<file path="config.mk">
export PLATFORM = sky130hd
export DESIGN_NAME = a0_trace_streamer_flat
export DESIGN_NICKNAME = d
export VERILOG_FILES = /design/src/rtl/a0_trace_pkg.sv /design/src/rtl/a0_trace_streamer_if.sv /design/src/rtl/sync_fifo.sv /design/src/rtl/a0_trace_streamer.sv /design/src/flat_wrapper.sv
export SDC_FILE = /design/constraint.sdc
export NUM_CORES = 1
export LEC_CHECK = 0
export CORE_UTILIZATION = 53
export CTS_BUF_LIST = sky130_fd_sc_hd__clkbuf_16
export DETAILED_ROUTE_END_ITERATION = 16
export GPL_TIMING_DRIVEN = 0
export PLACE_DENSITY = 0.69
export SYNTH_ARGS = -nofsm -noshare
export SYNTH_HDL_FRONTEND = slang
export SYNTH_SLANG_ARGS = --single-unit
</file>
<file path="constraint.sdc">
create_clock -name clk -period 6.8 [get_ports clk]
set_input_delay 2.04 -clock clk [delete_from_list [all_inputs] [get_ports clk]]
set_output_delay 2.04 -clock clk [all_outputs]
set_load 0.1 [all_outputs]
</file>
<file path="src/rtl/a0_trace_pkg.sv">
// Shared types and constants for the a0 trace streamer.
// Build option A0_TRACE_TIMESTAMP_EN widens each frame with a 32-bit cycle stamp.
package a0_trace_pkg;

    localparam int unsigned A0_WIDTH       = 32;
    localparam int unsigned BYTE_W         = 8;
    localparam int unsigned BYTES_PER_WORD = A0_WIDTH / BYTE_W;
    localparam int unsigned TS_WIDTH       = 32;

`ifdef A0_TRACE_TIMESTAMP_EN
    localparam int unsigned FRAME_BYTES = BYTES_PER_WORD + TS_WIDTH / BYTE_W;
`else
    localparam int unsigned FRAME_BYTES = BYTES_PER_WORD;
`endif

    typedef enum logic {
        IDLE = 1'b0,
        SEND = 1'b1
    } state_t;

endpackage

</file>
<file path="src/rtl/a0_trace_streamer_if.sv">
// Valid/ready byte stream carrying serialised a0 trace frames.
interface a0_trace_streamer_if;
    import a0_trace_pkg::*;

    logic [BYTE_W-1:0] out_data;
    logic              out_valid;
    logic              out_ready;

    modport master (output out_data, output out_valid, input out_ready);
    modport slave  (input out_data, input out_valid, output out_ready);

endinterface

</file>
<file path="src/rtl/sync_fifo.sv">
// Single-clock FIFO with registered occupancy and full/empty flags.
// A push into a full FIFO is accepted only when a pop happens in the same cycle.
module sync_fifo #(
    parameter  int unsigned WIDTH = 32,
    parameter  int unsigned DEPTH = 8,
    localparam int unsigned PTR_W = $clog2(DEPTH),
    localparam int unsigned LVL_W = $clog2(DEPTH) + 1
) (
    input  logic             clk,
    input  logic             rst,
    input  logic             push,
    input  logic [WIDTH-1:0] wdata,
    input  logic             pop,
    output logic [WIDTH-1:0] headC,
    output logic             full,
    output logic             empty,
    output logic [LVL_W-1:0] level
);

    logic [WIDTH-1:0] mem [DEPTH];
    logic [PTR_W-1:0] wPtr;
    logic [PTR_W-1:0] rPtr;
    logic             wrEn;
    logic             rdEn;
    logic [LVL_W-1:0] levelNext;

    assign rdEn      = pop && !empty;
    assign wrEn      = push && (!full || rdEn);
    assign levelNext = level + LVL_W'(wrEn) - LVL_W'(rdEn);
    assign headC     = mem[rPtr];

    // Storage carries no reset; only pointers and flags define validity.
    always_ff @(posedge clk) begin
        if (wrEn) begin
            mem[wPtr] <= wdata;
        end
    end

    always_ff @(posedge clk or negedge rst) begin
        if (!rst) begin
            wPtr  <= '0;
            rPtr  <= '0;
            level <= '0;
            full  <= 1'b0;
            empty <= 1'b1;
        end else begin
            if (wrEn) begin
                wPtr <= wPtr + PTR_W'(1);
            end
            if (rdEn) begin
                rPtr <= rPtr + PTR_W'(1);
            end
            level <= levelNext;
            full  <= (levelNext == LVL_W'(DEPTH));
            empty <= (levelNext == '0);
        end
    end

endmodule

</file>
<file path="src/rtl/a0_trace_streamer.sv">
// Captures each new a0 value into a FIFO and streams it as little-endian bytes.
// Build option A0_TRACE_TIMESTAMP_EN prefixes every frame with a 32-bit cycle stamp.
module a0_trace_streamer
    import a0_trace_pkg::*;
#(
    parameter  int unsigned DATA_WIDTH = A0_WIDTH,
    parameter  int unsigned DEPTH      = 8,
    localparam int unsigned LVL_W      = $clog2(DEPTH) + 1
) (
    input  logic                  clk,
    input  logic                  rst,
    input  logic [DATA_WIDTH-1:0] a0,
    input  logic                  capture_en,
    a0_trace_streamer_if.master   link,
    output logic                  overflow,
    output logic [LVL_W-1:0]      level
);

`ifdef A0_TRACE_TIMESTAMP_EN
    localparam int unsigned STAMP_W = TS_WIDTH;
`else
    localparam int unsigned STAMP_W = 0;
`endif
    localparam int unsigned WORD_W  = DATA_WIDTH + STAMP_W;
    localparam int unsigned FRAME_B = WORD_W / BYTE_W;
    localparam int unsigned IDX_W   = (FRAME_B > 1) ? $clog2(FRAME_B) : 1;

    logic [DATA_WIDTH-1:0] lastA0;
    logic [WORD_W-1:0]     pushWord;
    logic [WORD_W-1:0]     fifoHead;
    logic [WORD_W-1:0]     shiftWord;
    logic [WORD_W-1:0]     shiftNext;
    logic [IDX_W-1:0]      idx;
    logic [IDX_W-1:0]      idxNext;
    logic                  pushReq;
    logic                  popC;
    logic                  fifoFull;
    logic                  fifoEmpty;
    logic                  outValid;
    logic                  validNext;
    logic                  handshakeC;
    logic                  lastByteC;
    state_t                state;
    state_t                stateNext;

`ifdef A0_TRACE_TIMESTAMP_EN
    logic [TS_WIDTH-1:0] tsCount;

    // Free-running stamp; the low bytes of each frame carry it.
    always_ff @(posedge clk or negedge rst) begin
        if (!rst) begin
            tsCount <= '0;
        end else begin
            tsCount <= tsCount + TS_WIDTH'(1);
        end
    end

    assign pushWord = {a0, tsCount};
`else
    assign pushWord = a0;
`endif

    assign pushReq        = capture_en && (a0 != lastA0);
    assign handshakeC     = outValid && link.out_ready;
    assign lastByteC      = (idx == IDX_W'(FRAME_B - 1));
    assign link.out_valid = outValid;
    assign link.out_data  = shiftWord[BYTE_W-1:0];

    sync_fifo #(
        .WIDTH (WORD_W),
        .DEPTH (DEPTH)
    ) u_fifo (
        .clk   (clk),
        .rst   (rst),
        .push  (pushReq),
        .wdata (pushWord),
        .pop   (popC),
        .headC (fifoHead),
        .full  (fifoFull),
        .empty (fifoEmpty),
        .level (level)
    );

    // lastA0 follows every detected change, even one the FIFO drops.
    always_ff @(posedge clk or negedge rst) begin
        if (!rst) begin
            lastA0   <= '0;
            overflow <= 1'b0;
        end else begin
            if (pushReq) begin
                lastA0 <= a0;
            end
            if (pushReq && fifoFull && !popC) begin
                overflow <= 1'b1;
            end
        end
    end

    always_ff @(posedge clk or negedge rst) begin
        if (!rst) begin
            state     <= IDLE;
            shiftWord <= '0;
            idx       <= '0;
            outValid  <= 1'b0;
        end else begin
            state     <= stateNext;
            shiftWord <= shiftNext;
            idx       <= idxNext;
            outValid  <= validNext;
        end
    end

    // Byte 0 always sits in the low lane; the last handshake reloads without a bubble.
    always_comb begin
        stateNext = state;
        shiftNext = shiftWord;
        idxNext   = idx;
        popC      = 1'b0;
        unique case (state)
            IDLE: begin
                if (!fifoEmpty) begin
                    popC      = 1'b1;
                    shiftNext = fifoHead;
                    idxNext   = '0;
                    stateNext = SEND;
                end
            end
            SEND: begin
                if (handshakeC) begin
                    if (!lastByteC) begin
                        idxNext   = idx + IDX_W'(1);
                        shiftNext = shiftWord >> BYTE_W;
                    end else if (!fifoEmpty) begin
                        popC      = 1'b1;
                        shiftNext = fifoHead;
                        idxNext   = '0;
                    end else begin
                        shiftNext = shiftWord >> BYTE_W;
                        idxNext   = '0;
                        stateNext = IDLE;
                    end
                end
            end
            default: stateNext = IDLE;
        endcase
        validNext = (stateNext == SEND);
    end

endmodule

</file>
<file path="src/flat_wrapper.sv">
// flat-port wrapper written by rule: the top's interface ports become plain ports
module a0_trace_streamer_flat import a0_trace_pkg::*;
#(
    parameter  int unsigned DATA_WIDTH = A0_WIDTH,
    parameter  int unsigned DEPTH      = 8,
    localparam int unsigned LVL_W      = $clog2(DEPTH) + 1
)
  (clk, rst, a0, capture_en, overflow, level, link_out_data, link_out_valid, link_out_ready);
  a0_trace_streamer_if link_i ();
  input  logic clk;
  input  logic rst;
  input  logic [DATA_WIDTH-1:0] a0;
  input  logic capture_en;
  output logic overflow;
  output logic [LVL_W-1:0] level;
  output wire logic [$bits(link_i.out_data)-1:0] link_out_data;
  output wire logic [$bits(link_i.out_valid)-1:0] link_out_valid;
  input wire logic [$bits(link_i.out_ready)-1:0] link_out_ready;
  assign link_out_data = link_i.out_data;
  assign link_out_valid = link_i.out_valid;
  assign link_i.out_ready = link_out_ready;
  a0_trace_streamer #(.DATA_WIDTH(DATA_WIDTH), .DEPTH(DEPTH)) u_core (.clk(clk), .rst(rst), .a0(a0), .capture_en(capture_en), .link(link_i), .overflow(overflow), .level(level));
endmodule
</file>
==> results of run 1 <==
## cells by family after synthesis
group,after synthesis
flip-flops,336
multiplexers,131
AND/OR/NAND/NOR,91
AO/OA/AOI/OAI,68
buffers and inverters,51
XOR/XNOR,39
adder cells (fa/ha/maj),8
## power groups by stage
stage	Combinational, W	Sequential, W	Clock [W]
after floorplan	0.00132	0.00285	0
after global placement	0.00192	0.00278	0
after detailed placement	0.00204	0.00278	0
after CTS	0.00206	0.00274	0.00177
after global routing	0.00217	0.00277	0.00185
final	0.00202	0.00274	0.00174
## placed cells by master, fill, tap and decap left out, drive strengths merged
cell type | synthesis | routed
and2 | 1 | 1
and3b | 1 | 1
xnor2 | 6 | 6
clkbuf | 18 | 53
nor2 | 3 | 3
or2 | 1 | 1
xor2 | 33 | 33
a21oi | 2 | 2
clkinv | 0 | 13
nor4b | 2 | 2
fa | 1 | 1
clkinvlp | 0 | 1
or3 | 1 | 1
edfxtp | 256 | 256
nand2b | 3 | 3
o211a | 1 | 1
nor4 | 10 | 10
bufinv | 0 | 2
inv | 9 | 18
nand2 | 61 | 61
a21boi | 1 | 1
a22o | 2 | 2
and3 | 2 | 2
nand4 | 2 | 2
clkdlybuf4s50 | 0 | 48
mux2i | 33 | 33
and4 | 1 | 1
mux2 | 34 | 34
nor2b | 2 | 2
o21ai | 60 | 60
ha | 7 | 7
buf | 24 | 50
and4b | 1 | 1
dfstp | 1 | 1
a21o | 1 | 1
o21bai | 1 | 1
mux4 | 64 | 64
dfrtp | 79 | 79
## critical path, stage by stage
cell,delay [ns]
clkdlybuf4s50_1,0.58
xor2_1,0.23
nor4_1,0.47
nand4_1,0.41
o211a_1,0.43
inv_1,0.09
ha_1,0.22
inv_1,0.07
ha_1,0.17
inv_1,0.06
fa_1,0.51
inv_1,0.05
or3_1,0.39
nor2b_1,0.12
## layer usage
metal | global-route usage | part of all wire | routed length [um] | up-vias
li1 | - | - | - | 3031
met1 | 0.313 | 0.43 | 11600 | 3614
met2 | 0.360 | 0.50 | 13300 | 177
met3 | 0.0333 | 0.047 | 1270 | 49
met4 | 0.0609 | 0.023 | 626 | 0
met5 | 0 | 0 | 0 | -
## final timing paths
path,start,to,slack (ns),cells after the start
worst max-delay path,a0[29],u_core.u_fifo.full,1.38,14
worst min register to register,u_core.shiftWord[8],u_core.shiftWord[8],0.48,2
min in group asynchronous,rst,u_core.link.out_valid,1.40,1
worst max register to register,u_core.lastA0[29],u_core.u_fifo.full,3.16,13
max in group asynchronous,rst,u_core.shiftWord[3],4.80,2
worst min-delay path,u_core.shiftWord[8],u_core.shiftWord[8],0.48,2
## area by class of cell
cell class,count,area (um2),share of cell area
Clock inverter,25,163,0.0104
Timing Repair Buffer,74,776,0.0497
Sequential cell,336,9690,0.620
Tap cell,324,405,0.0260
Buffer,42,230,0.0147
Multi-Input combinational cell,337,3450,0.221
Clock buffer,35,876,0.0561
Inverter,9,33.8,0.00216
## sequential cells by signal, indices dropped and copies added, names as in the netlist
name / cells
u_core.overflow: 1
u_core.link.out_valid: 1
u_core.u_fifo.full: 1
u_core.idx: 2
u_core.shiftWord: 32
u_core.lastA0: 32
u_core.u_fifo.level: 4
u_core.u_fifo.empty: 1
u_core.u_fifo.rPtr: 3
u_core.u_fifo.wPtr: 3
u_core.u_fifo.mem: 256
## through the flow
step	utilization	instances
global route	0.637	1182
detailed placement	0.594	1122
floorplan	-	724
CTS	0.637	1182
global placement	0.582	1097
finish	0.637	1182
==> impl.org, run 1 <==
** Run status
- The run finished with clean final reports.

** Worst setup path
- The worst setup path is launched from a primary input.
- For the worst setup path, the data required time is 7.23 ns.
- Along the worst path, the maximum fanout reaches 10.
- The worst setup path is of the primary input to flip-flop kind.
- STA puts the critical path data arrival time at 5.85 ns.
- The worst setup path is captured at a flip-flop.

** Die
- I/O pins :: 50
- The floorplan step defined a die boundary enclosing 25,900 um2.
- The floorplan has 57 rows.
- Die width :: 161 um
- Measured along the y axis, the die boundary spans 161 um.
- Placeable core region :: 24,500 um2
- For this configuration, the core starts out at a cell density of 0.545.

** Finish
- The final layout contains 878 nets.
- In the final layout, the share of cells above drive strength 1 is 0.234.
- Area overhead of the layout relative to synthesis :: 16.8%
- The finished cells cover 15,600 um2.
- The number of antenna diodes in the final layout is 0.
- Number of fill cells :: 1,717

** Placed design
- Buffers placed on the I/O ports in this run total 49.
- Detailed placement finished with a half-perimeter wire length of 18.3 mm.
- Prior to clock tree synthesis, the placed netlist has a worst setup slack of 0.918 ns.
- At the end of routability-driven placement, the weighted congestion stood at 0.893.
- After detailed placement, the total cell area comes to 14,600 um2.

** Yosys
- Synth Area in Simple Gates :: 0.0316
- Synthesized-area fraction occupied by adder cells :: 0.00805
- Measured against the total synthesized area, the mux share comes to 0.163.
- Post-synth EDFFs :: 256
- Counting every net in the synthesized netlist gives 768.
- The compound-gate portion of the synthesized area was 0.0278.
- Register bit count reported by yosys :: 336
- Of the total synthesized cell area, the portion taken by XOR and XNOR cells is 0.0255.
- Post-synthesis average cell area :: 18.5 um2
- Of the post-synthesis cell area, the dominant cell type holds 0.575.
- edfxtp_1 takes more of the synthesized area than any other cell.
- Post-synthesis instance area :: 13,400 um2
- By area the synthesized netlist is led by edfxtp_1 57%, dfrtp_1 15%, mux4_2 11%.
- The most common cell in the synthesized netlist is edfxtp_1.
- For this run, the leading register cell type out of synthesis is edfxtp_1.
- Counting every instance in the synthesized netlist gives 724.
- Yosys Warn Count :: 0
- After synthesis, the largest family of logic cells by area is multiplexers.
- Ranking of synthesized cells by instance count :: 256 x edfxtp_1, 79 x dfrtp_1, 64 x mux4_2
- The netlist uses 40 different library cells.
- FFs w/ async S/R, synth :: 0.238
- Portion of the post-synthesis area used by sequential elements :: 0.725

** Power
- Leak pwr :: 5.55 nW
- Pwr Total :: 0.00650 W
- The share of total power dissipated in the clock network is 0.268.
- Of the total power, the share spent switching nets is 0.318.
- Of the total power, registers draw 0.422.
- In this run the power spent charging and discharging nets is 0.00207 W.
- Power per unit of standard cell area :: 416 nW/um2
- Worst vdd rail ir drop :: 0.536 mV
- Of the total power, combinational logic draws 0.310.
- Internal power :: 0.00443 W

** Hold path
- The worst hold path belongs to the class flip-flop to flip-flop.

** Global routing
- Gr usage total :: 0.220
- Overflow left after global routing :: 0
- Wire length of the first global-routing pass :: 42.3 mm
- Entering global routing, the biggest net connects 68 pins.
- The number of antenna violations at the first check in global routing is 0.
- Number of global-route vias before repair :: 7,184

** Routing
- Routed wire length :: 26.9 mm
- For this run, the detailed router's first-pass iteration total came to 5.
- In this run the remaining antenna-violating nets after routing total 0.
- Summing over every cut layer, the via total after detailed routing is 6,871.
- In the final routed layout, each cell accounts on average for 22.7 um.
- In the routed layout, each cell is associated on average with a via count of 5.81.
- For this run, design rule violations remaining after detail routing come to 0.
- In this run, the number of DRC markers left after iteration 0 of detailed routing was 520.

** Timing
- Derived from the worst setup path, the maximum achievable clock frequency is 185 MHz.
- The final number of hold-violating endpoints was 0.
- Setup slack of the critical path after layout :: 1.38 ns
- The max-slew violation count was 0.
- Dividing the final minimum period by the clock period gives 0.797.
- Minimum period implied by the final worst setup slack :: 5.42 ns
- Setup repair after global routing left no endpoint under its margin.
- For the pin with the worst max-slew slack, the measured transition is 0.970 ns.
- Total of endpoints with negative setup slack in the final report :: 0
- Hold_ws :: 0.482 ns
- Worst slew slack as a fraction of its limit :: 0.351
- Setup clock skew after layout :: 0.0151 ns
- Final sum of negative setup slack :: 0 ns

** Clock network
- Clock root buffer :: clkbuf_16
- After clock tree synthesis, the clock-pin slew on the worst setup and hold paths is 0.06 ns.
- CTS sink count :: 336
- Post-CTS Hold Buffers :: 0
- Clock latency on the worst-skew pair :: 0.51 ns
- The clock passes through at most 3 buffers.
- The H-tree generated during clock tree synthesis spans 2 levels.
- CTS buffer count :: 34
- Clock tree from TritonCTS :: done
- Post-CTS sizing :: 0
- The number of setup buffers added after CTS is 0.

** Job
- Across the run, the number of max-cap violations was 0.
(Power assumes the default switching activity.)
==> inputs of run 2 (changes only) <==
- PLACE_DENSITY: 0.69 -> 0.72
- clock period: 6.8 -> 4.7 ns (I/O delays scaled with it)
==> run 2 against run 1 <==
Non-clock buffer count grew 3; critical path depth is the same; wire length grew 1.7%; hold slack lost 0.0048 ns; register-to-register slack lost 1.8 ns; total power grew 48%; utilization grew 0.50 points; sequential power grew 45%; first-iteration DRC count shrank 2.5%; final cell count grew 0.34%; critical path type unchanged; critical endpoint unchanged; largest cell class unchanged.
==> impl.org, run 2 (same netlist as run 1, synthesis figures left out) <==
** Routing
- The via total after detailed routing was 6,818 (-0.77%).
- The detailed-routing iteration count for the pre-antenna-repair pass is 5 (unchanged).
- Number of remaining DRC errors :: 0 (unchanged)
- Routed wire length :: 27.3 mm (+1.7%)
- Wire length per cell :: 23.0 um (+1.4%)
- The routed via count divided by cell count is 5.75 (-1.1%).
- The number of nets still failing antenna checks after routing is 0 (unchanged).
- The iteration-0 DRC count of the detailed router was 507 (-2.5%).

** Clock network
- Clock root buffer :: clkbuf_16
- Clock tree from TritonCTS :: done
- The total CTS buffers came to 35 (+2.9%).
- The clock net sink count was 336 (unchanged).
- Number of buffers on the longest clock path :: 3 (unchanged)
- The insertion delay of the later-clocked pin in the worst-skew pair is 0.51 ns (about the same).
- The clock slew at the register clock pins of the worst setup and hold paths came to 0.06 ns (about the same).
- The number of H-tree levels came to 2 (unchanged).

** Timing
- Worst slew slack as a fraction of its limit :: 0.350 (-0.00132)
- The final worst-path setup slack is 0.163 ns (-1.22 ns).
- The final number of hold-violating endpoints came to 0 (unchanged).
- Slew of the pin with the lowest slew margin :: 0.972 ns (+0.00198 ns)
- The max-slew violation count was 0 (unchanged).
- Setup repair after global routing left no endpoint under its margin.
- Static timing analysis puts the maximum clock frequency at 220 MHz.
- Setup clock skew after layout :: 0.0200 ns (+0.00490 ns)
- Minimum period implied by the final worst setup slack :: 4.54 ns
- The total setup violations reported at the end of the flow is 0 (unchanged).
- In the finished design, the share of the clock period the worst path needs comes to 0.965.

** Finish
- Top flop regs :: u_core.u_fifo.mem: 256 flops, u_core.lastA0: 32 flops, u_core.shiftWord: 32 flops
- Post-layout nets :: 882 (+0.46%)
- The fraction of final layout cells with drive strength greater than 1 came to 0.234 (about the same).
- Compared with the post-synthesis result, the final layout area differs by 17.8%.
- Summed area of non-filler cells in the final layout :: 15,700 um2 (+0.79%)
- Most frequent standard cell in the layout excluding fill and tap cells :: edfxtp_1
- Number of flip-flops in the largest register :: 256 (unchanged)
- Final non-filler cell total :: 1,186 (+0.34%)
- Core occupancy in the finished layout :: 0.642 (+0.00505)
- Leading cell types in the layout, fill and taps excluded :: 256 x edfxtp_1, 79 x dfrtp_1, 64 x mux4_2
- The total inserted antenna cells was 0 (unchanged).
- Ranked by flip-flop count, first place goes to u_core.u_fifo.mem.

** Worst setup path
- The largest incremental delay on the critical path is 0.70 ns (+0.12 ns).
- In this run the worst setup path begins at a0[17].
- Kind of start point of the critical path :: primary input
- The worst register-to-register path begins at u_core.lastA0[29].
- The required time at the endpoint of the critical path is 5.13 ns (-2.10 ns).
- Ordered list of cells on the worst path :: clkdlybuf4s50_1 -> xor2_1 -> nor4_1 -> nand4_1 -> o211a_1 -> inv_1 -> ha_1 -> inv_1 -> ha_1 -> inv_1 -> fa_1 -> inv_1 -> or3_1 -> nor2b_1
- Cell repeated most along the worst path :: inv_1
- Maximum net fanout on the critical path :: 10 (unchanged)
- Crit end category :: flip-flop
- Type of the worst setup path :: primary input to flip-flop
- Slowest cell on the critical path :: clkdlybuf4s50_1
- The data arrival time of the critical path is 4.97 ns (-0.88 ns).

** Placed design
- The worst slack at placement was -0.669 ns (-1.59 ns).
- The number of port buffers was 49 (unchanged).
- The global placer's final weighted congestion was 0.927 (+3.8%).
- The cell count after placement was 1,123 (+0.089%).
- Post-DP HPWL :: 18.7 mm (+2.4%)
- The cell area after placement came to 14,600 um2 (about the same).

** Power
- The total power per unit cell area came to 609 nW/um2 (+46%).
- The maximum vdd ir drop came to 0.679 mV (+27%).
- The overall power was 0.00959 W (+48%).
- The leakage dissipation was 5.68 nW (+2.3%).

** Die
- The placement row count came to 57 (unchanged).
- I/O pins :: 50 (unchanged)
- Die extent in y :: 161 um (unchanged)
- The full die area came to 25,900 um2 (unchanged).
- The die width came to 161 um (unchanged).
- The initial cell density of the core came to 0.545 (unchanged).
- The core outline area was 24,500 um2 (unchanged).

** Global routing
- The total track usage is 0.223 (+0.00262).
- Initial antenna violation count :: 0 (unchanged)
- Maximum number of pins on one net before global-route repair :: 65 (-4.4%)
- The global-route wire length before repair is 42.6 mm (+0.80%).
- The via count of the first global-routing pass came to 7,244 (+0.84%).
- The total overflow reported by the global router is 0 (unchanged).

** Hold path
- Beginning of the worst hold path :: u_core.shiftWord[13]
- The path class of the tightest hold or removal check is flip-flop to flip-flop.

** Run status
- Result of the run :: completed

** Job
- Number of max-cap violations :: 0 (unchanged)
## run 2: cell types whose count changed in the layout (fill, tap and decap cells not counted), moves of 2 or more
cell / delta
dlymetal6s2s_1: +9
buf_12: +2
clkinv_1: +4
clkbuf_16: +2
clkinv_2: -5
clkdlybuf4s50_1: -9
bufinv_16: +2
buf_16: -2
buf_4: +2
## run 2: final cells by class
type                       instances  area (um2)
inverter                           9        33.8
sequential                       336        9690
clock inverter                    24         196
timing repair buffer              77         810
buffer                            42         230
tap                              324         405
fill                            1707        8790
multi-input combinational        337        3450
clock buffer                      37         926
## run 2: power by group
| part | internal (W) | total (W) | leakage (nW) | switching (W) |
|---|---|---|---|---|
| logic | 0.00119 | 0.00292 | 1.81 | 0.00173 |
| registers | 0.00376 | 0.00397 | 3.30 | 0.000211 |
| clock network | 0.00163 | 0.00270 | 0.576 | 0.00107 |
## run 2: repair_timing
| item | in CTS | in global routing |
|---|---|---|
| hold buffers | 0 | 0 |
| setup endpoints to repair | 2 | 2 |
| buffers inserted | 1 | 1 |
| pin swaps | 1 | 1 |
| resized for setup | 1 | 9 |
## run 2: worst paths after layout
path	to	slack, ns	cells after the start
setup / recovery	u_core.u_fifo.full	0.16	14
hold / removal	u_core.shiftWord[13]	0.48	2
hold reg to reg	u_core.shiftWord[13]	0.48	2
setup reg to reg	u_core.u_fifo.full	1.32	13
max in group asynchronous	u_core.lastA0[3]	3.31	2
min in group asynchronous	u_core.idx[0]	0.78	1
## run 2: stage by stage
step | setup TNS (ns) | hold WS, ns
5_1_grt | 0 | 0.518
4_1_cts | 0 | 0.478
3_5_place_dp | -8.83 | 0.464
2_1_floorplan | -146.04 | 0.445
6_report | 0 | 0.478
3_3_place_gp | -766.20 | 0.465
## run 2: per-layer routing
metal	vias up	routed length [um]	part of all wire	GRT usage
met5	-	0	0	0
met4	0	585	0.021	0.0583
met3	47	1420	0.052	0.0364
met2	198	13700	0.50	0.371
met1	3543	11600	0.42	0.309
li1	3030	-	-	-
## run 2: worst max-delay path, delay by kind of cell
family / cells / cell delay [ns]
buffers and inverters: 5 / 0.97
AND/OR/NAND/NOR: 4 / 1.10
adder cells (fa/ha/maj): 3 / 0.89
XOR/XNOR: 1 / 0.18
AO/OA/AOI/OAI: 1 / 0.38
